<file path="config.mk">
export PLATFORM = sky130hd
export DESIGN_NAME = led_pwm_driver
export DESIGN_NICKNAME = d
export VERILOG_FILES = /design/src/rtl/led_pkg.sv /design/src/rtl/led_prescaler.sv /design/src/rtl/led_pwm_driver.sv
export SDC_FILE = /design/constraint.sdc
export NUM_CORES = 1
export LEC_CHECK = 0
export BUFFER_PORTS_ARGS = -buffer_cell sky130_fd_sc_hd__buf_2
export CORE_MARGIN = 4
export CORE_UTILIZATION = 58
export DETAILED_ROUTE_END_ITERATION = 10
export PLACE_DENSITY = 0.94
export RECOVER_POWER = 25
export REMOVE_ABC_BUFFERS = 1
export SYNTH_ARGS = -nofsm -noshare
export SYNTH_HDL_FRONTEND = slang
export SYNTH_SLANG_ARGS = --single-unit
</file>
<file path="constraint.sdc">
create_clock -name clock -period 3.9 [get_ports clock]
set_input_delay 0.195 -clock clock [delete_from_list [all_inputs] [get_ports clock]]
set_output_delay 0.195 -clock clock [all_outputs]
set_load 0.005 [all_outputs]
</file>
<file path="src/rtl/led_pkg.sv">
// Shared constants and helpers for the LED output stage and its companion blocks.
package led_pkg;

  localparam int unsigned LED_WIDTH   = 14;
  localparam int unsigned PWM_SLOTS   = 16;
  localparam int unsigned PHASE_WIDTH = 4;
  localparam int unsigned DUTY_WIDTH  = 5;
  localparam int unsigned DUTY_MAX    = 16;

  localparam logic [LED_WIDTH-1:0] LED_ALL_ON = 14'h3FFF;

  // Requests above a full frame mean "always on".
  function automatic logic [DUTY_WIDTH-1:0] clamp_duty(input logic [DUTY_WIDTH-1:0] d);
    return (d > DUTY_WIDTH'(DUTY_MAX)) ? DUTY_WIDTH'(DUTY_MAX) : d;
  endfunction

endpackage

</file>
<file path="src/rtl/led_prescaler.sv">
// Free-running slot prescaler: counts 0..PRESCALE-1 and flags the wrap and zero cycles.
module led_prescaler #(
  parameter int unsigned PRESCALE = 1024
) (
  input  logic clock,
  input  logic reset,
  output logic tick,
  output logic at_zero
);

  localparam int unsigned PRE_WIDTH = (PRESCALE > 1) ? $clog2(PRESCALE) : 1;
  localparam logic [PRE_WIDTH-1:0] PRE_LAST = PRE_WIDTH'(PRESCALE - 1);

  logic [PRE_WIDTH-1:0] pre;

  // tick/at_zero are decoded combinationally so the consumer can act in the same cycle.
  assign tick    = (pre == PRE_LAST);
  assign at_zero = (pre == '0);

  always_ff @(posedge clock) begin
    if (reset) begin
      pre <= '0;
    end else if (tick) begin
      pre <= '0;
    end else begin
      pre <= pre + PRE_WIDTH'(1);
    end
  end

endmodule

</file>
<file path="src/rtl/led_pwm_driver.sv">
// Frame-aligned PWM brightness and lamp-test stage between the LED register and the pins.
module led_pwm_driver
  import led_pkg::*;
#(
  parameter int unsigned PRESCALE = 1024
) (
  input  logic                  clock,
  input  logic                  reset,
  input  logic [LED_WIDTH-1:0]  led_in,
  input  logic [DUTY_WIDTH-1:0] duty,
  input  logic                  lamp_test,
  output logic [LED_WIDTH-1:0]  LED,
  output logic                  frame_start
);

  logic                   tick;
  logic                   at_zero;
  logic [PHASE_WIDTH-1:0] phase;
  logic [LED_WIDTH-1:0]   led_sh;
  logic [LED_WIDTH-1:0]   led_sh_nxt;
  logic [DUTY_WIDTH-1:0]  duty_sh;
  logic [DUTY_WIDTH-1:0]  duty_sh_nxt;
  logic                   load;
  logic                   window;

  led_prescaler #(
    .PRESCALE (PRESCALE)
  ) u_prescaler (
    .clock   (clock),
    .reset   (reset),
    .tick    (tick),
    .at_zero (at_zero)
  );

  // Output compare runs on next-state shadows so a load cycle already shows the new frame.
  always_comb begin
    load        = at_zero && (phase == '0);
    led_sh_nxt  = led_sh;
    duty_sh_nxt = duty_sh;
    if (load) begin
      led_sh_nxt  = led_in;
      duty_sh_nxt = clamp_duty(duty);
    end
    window = (DUTY_WIDTH'(phase) < duty_sh_nxt);
  end

  always_ff @(posedge clock) begin
    if (reset) begin
      phase       <= '0;
      led_sh      <= '0;
      duty_sh     <= '0;
      LED         <= '0;
      frame_start <= 1'b0;
    end else begin
      if (tick) begin
        phase <= phase + PHASE_WIDTH'(1);
      end
      led_sh      <= led_sh_nxt;
      duty_sh     <= duty_sh_nxt;
      frame_start <= load;
      LED         <= lamp_test ? LED_ALL_ON : (window ? led_sh_nxt : '0);
    end
  end

endmodule

</file>
# Word-level counts from Yosys, hierarchy flattened

Index checks and enable logic that the tools add are counted.

Flip-flop bits (word level): 48
Bits of input ports: 22
Output and inout port bits: 15
Word-level logic and storage cells: 20

Add/subtract/negate cells: 2
Order comparisons: 2
Eq/ne operators: 1
Multiplexer cells: 5
Reduce and logical (&&, ||, !) cells: 4

Operator list:

| kind                                                            | count |
|---|---|
| 14-bit two-way mux                                              | 3 |
| 10-bit by 1-bit adder with 10-bit output, second input constant | 1 |
| 10-bit equality test, second input constant                     | 1 |
| 10-bit zero test                                                | 1 |
| 5-bit two-way mux                                               | 2 |
| 5-bit > comparator, second input constant                       | 1 |
| 4-bit by 5-bit < comparator with 1-bit output                   | 1 |
| 4-bit by 1-bit adder with 4-bit output, second input constant   | 1 |
| 4-bit zero test                                                 | 1 |
| 2-bit OR reduction                                              | 1 |
| 1-bit logical AND                                               | 1 |

# Logic depth before layout (Yosys ltp)

Depth in word-level cells: 6
Mapped depth: 14
Depth with buffers taken out: 12

# Hierarchy

A second synthesis with hierarchy kept.

Cells, all modules: 233
Area total of the unflattened synthesis: 2169.6 um^2

Modules (own cells, without submodules):

| module         | instances | cells an instance | area each (um^2) | seq. area each (um^2) |
|---|---|---|---|---|
| led_pwm_driver | 1         | 174               | 1680.4           | 760.7 |
| led_prescaler  | 1         | 59                | 489.2            | 200.2 |

# Worst setup path before layout

No wires, ideal clock.

Kind: flip-flop to flip-flop
From: reg phase[0]
To: reg LED[0]
Setup time: 0.145 ns
Arrival time: 2.446 ns
Data required time: 3.755 ns
Path slack: 1.309 ns
Cell stages (with the launch flop): 13
Buffers on the path: 2
Clock period less this slack: 2.591 ns
Cells stage by stage: dfxtp_1 inv_1 ha_1 nor4b_4 nand3_4 clkbuf_1 nor3b_1 a21oi_1 ha_1 nand3_1 o31ai_4 buf_6 o31ai_2

Longest elaborated chain between the ends: 6
Elaborated cells between the ends (all ways): 7
Classes of those cells: order compare (1); mux (4); reduce/logical (2)

Ends and longest elaborated chain:

| item                                          | line                 | RTL |
|---|---|---|
| from (decl)                                   | led_pwm_driver.sv:18 | `logic [PHASE_WIDTH-1:0] phase;` |
| from (signal assigned)                        | led_pwm_driver.sv:56 | `phase <= phase + PHASE_WIDTH'(1);` |
| 4-bit zero test                               | led_pwm_driver.sv:37 | `load = at_zero && (phase == '0);` |
| 1-bit logical AND                             | led_pwm_driver.sv:37 |  |
| 5-bit two-way mux                             | led_pwm_driver.sv:40 | `if (load) begin` |
| 4-bit by 5-bit < comparator with 1-bit output | led_pwm_driver.sv:44 | `window = (DUTY_WIDTH'(phase) < duty_sh_nxt);` |
| 14-bit two-way mux * (2 in a row)             | led_pwm_driver.sv:61 | `LED <= lamp_test ? LED_ALL_ON : (window ? led_sh_nxt : '0);` |
| to (signal assigned)                          | led_pwm_driver.sv:61 |  |
| to (decl)                                     | led_pwm_driver.sv:12 | `output logic [LED_WIDTH-1:0] LED,` |

Mark *: on every way between the ends. The rest lies on a longest branch, timed or not.
A chain may end at the register's enable or synchronous reset.

# Final worst setup path

From: reg phase[0]
To: reg LED[9]

Same word-level chain as after synthesis.

==> impl_metrics.json <==
{
  "status": "finished clean",
  "drc": 0,
  "antenna_found_initial": 0,
  "synth.distinct_cells": 27,
  "wirelength_um": 3470,
  "hold_path.class": "input port to flip-flop",
  "cp_cell_sequence": "inv_1 -> ha_1 -> nor4b_4 -> nand3_4 -> nor3b_1 -> a21oi_1 -> ha_1 -> nand3_1 -> o31ai_4 -> o31ai_1",
  "grt_use_total": 0.180,
  "finalSetupTns_ps": 0,
  "cts_resized": 0,
  "synth_seq_area_share": 0.491,
  "grt_pass1_wl_um": 6010,
  "root_buffer": "clkbuf_4",
  "worst_pin_slew_ps": 791,
  "synthMuxAreaShare": 0.0838,
  "layout-drive-gt1-share": 0.262,
  "leakagePower_uw": 0.000970,
  "diodes": 0,
  "place.gp.congestion": 0.800,
  "powerDensity_nw_per_um2": 429,
  "cp.arrival_ps": 3390,
  "clock_latency_ps": 370,
  "num_vias": 1364,
  "finalPower_uw": 950,
  "ant_nets": 0,
  "hold_ws_ps": 95.9,
  "netlist.area_leader.share": 0.491,
  "path_max_fanout": 24,
  "report.final.hold_viol_count": 0,
  "worst_path_most_repeated_cell": "ha_1",
  "path_clk_slew_ps": 150,
  "fill_cells": 236,
  "seq_area_um2": 961,
  "setup_viol": 0,
  "skew_ps": 15.8,
  "grt_max_degree": 44,
  "core.rowCount": 20,
  "tritoncts": "yes",
  "maxCapViolations": 0,
  "slowest_stage": "o31ai_4",
  "yosys.area_share.xor_xnor": 0.0492,
  "htree_levels": 2,
  "fmax_mhz": 318,
  "cp.required_ps": 4140,
  "max_stage_delay_ps": 710,
  "dp_hpwl_um": 2520,
  "cts_max_path_buffers": 2,
  "synth-compound-area-share": 0.110,
  "die_x_um": 66.1,
  "clock-sinks": 48,
  "synth_adder_area_share": 0.0448,
  "vias_per_cell": 5.15,
  "dr.pass1.iters": 4,
  "netlist_top_cells_area": "dfxtp_1 49%, mux2i_1 7.7%, nor2_1 6.7%, o31ai_2 6.4%, ha_1 4.5%",
  "syn_to_final_growth_pct": 13.2,
  "cts_buffers": 5,
  "start_kind": "flip-flop",
  "netlist_instances": 186,
  "grt-ovfl-total": 0,
  "multi_input_area_um2": 927,
  "critPathKind": "flip-flop to flip-flop",
  "finalCritPeriodShare": 0.807,
  "port_buffers": 36,
  "first_iter_violations": 63,
  "io_pins": 37,
  "synth_simple_gate_area_frac": 0.186,
  "synth_top_area_cell": "dfxtp_1",
  "crit_path_end_kind": "flip-flop",
  "core_area_um2": 3130,
  "syn_avg_cell_area_um2": 10.5,
  "holdBufCountCts": 0,
  "syn_area_um2": 1960,
  "die-area_um2": 4370,
  "final_nets": 249,
  "post_cts_buffers": 0,
  "avgRoutedWirePerCell_um": 13.1,
  "rsz0062_at_grt": "false",
  "slew_headroom": 0.473,
  "grt_pass1_vias": 1385,
  "die_h_um": 66.1,
  "start_util": 0.626,
  "yosys_warnings": 0,
  "ys_seq_elements": 48,
  "synth_top_family_by_area": "simple AND/OR/NAND/NOR gates",
  "finalMaxSlewViolations": 0,
  "finalCriticalPeriod_ps": 3150,
  "vdd_drop_max_mv": 0.276
}
cell usage after synthesis, drive strengths merged:
cell type	instances
xor2	6
a21oi	6
nand3	9
xnor2	5
nor2	35
nand4	3
mux2i	16
clkbuf	8
nor4	1
o31ai	15
buf	2
nor4b	2
or2	1
inv	6
a31o	1
nor3	2
dfxtp	48
ha	7
nand2b	1
nand2	6
and3	2
nor3b	4
sequential cells by signal, indices dropped and copies added, names as in the netlist:
| signal | cells |
|---|---|
| frame_start | 1 |
| u_prescaler.pre | 10 |
| led_sh | 14 |
| duty_sh | 5 |
| phase | 4 |
| LED | 14 |
cell type report:
| type | count | share of cell area |
|---|---|---|
| clock buffers | 6 | 0.0232 |
| clock inverters | 2 | 0.00678 |
| flip-flops and latches | 48 | 0.434 |
| well taps | 44 | 0.0249 |
| multi-input cells | 122 | 0.419 |
| inverters | 6 | 0.0102 |
| repair buffers | 37 | 0.0825 |
cells in the final DEF, fill, tap and decap left out:
cell,n
nand3_4,1
a31o_2,1
nor4b_4,2
or2_1,1
clkbuf_1,4
dfxtp_1,48
nor4_4,1
clkbuf_4,5
o31ai_2,10
nand3_1,8
mux2i_2,1
xor2_1,6
nand4_1,3
buf_2,32
xnor2_1,5
and3_1,2
nor3b_1,4
clkbuf_8,1
nand2_1,6
nor3_1,2
o31ai_4,1
mux2i_1,15
clkinvlp_4,2
nor2_1,35
inv_1,6
o31ai_1,4
nand2b_1,1
buf_4,1
ha_1,7
a21oi_1,6
critical path, delay by kind of cell (launching register included):
kind                       cells  cell delay (ps)
AOI/OAI and AO/OA              3              950
adders and majority gates      2              500
and+or+nand+nor                4             1090
buffers and inverters          1              100
DFF                            1              380
kinds of logic (layout without fill, tap and decap cells):
logic type	after synthesis	count (layout)
AND/OR/NAND/NOR	66	66
adder cells (fa/ha/maj)	7	7
XOR/XNOR	11	11
AO/OA/AOI/OAI	22	22
buffers and inverters	16	51
multiplexers	16	16
flip-flops	48	48
stage by stage:
step                      instance area, µm²  setup WS [ps]  utilization  std cells
final                                   2210            751        0.708        265
after floorplan                         1910           1150            -        176
after CTS                               2220            725        0.710        265
after detailed placement                2150            765        0.688        257
after global placement                  2150            902        0.688        257
after global routing                    2210            435        0.708        265
routing by layer:
| layer | wire, µm | part of all wire | track usage |
|---|---|---|---|
| met1 | 1520 | 0.44 | 0.216 |
| met2 | 1700 | 0.49 | 0.302 |
| met3 | 167 | 0.048 | 0.0425 |
| met4 | 80 | 0.023 | 0.0838 |
| met5 | 0 | 0 | 0 |
path summary, 6_finish.rpt:
| path | from | end | slack (ps) | cells past startpoint |
|---|---|---|---|---|
| max | phase[0]$_SDFFE_PP0P_ | LED[9]$_SDFF_PP0_ | 750 | 10 |
| min reg2reg | duty_sh[1]$_SDFF_PP0_ | duty_sh[1]$_SDFF_PP0_ | 500 | 2 |
| min | led_in[5] | led_sh[5]$_SDFF_PP0_ | 100 | 3 |
| max reg2reg | phase[0]$_SDFFE_PP0P_ | LED[9]$_SDFF_PP0_ | 750 | 10 |
power breakdown:
part | total, µW | internal [µW] | switching (µW)
Clock | 246 | 87.7 | 158
Combinational | 163 | 69.5 | 93.7
Sequential | 541 | 529 | 11.5
Note: power is estimated with default switching activity, not from simulation.
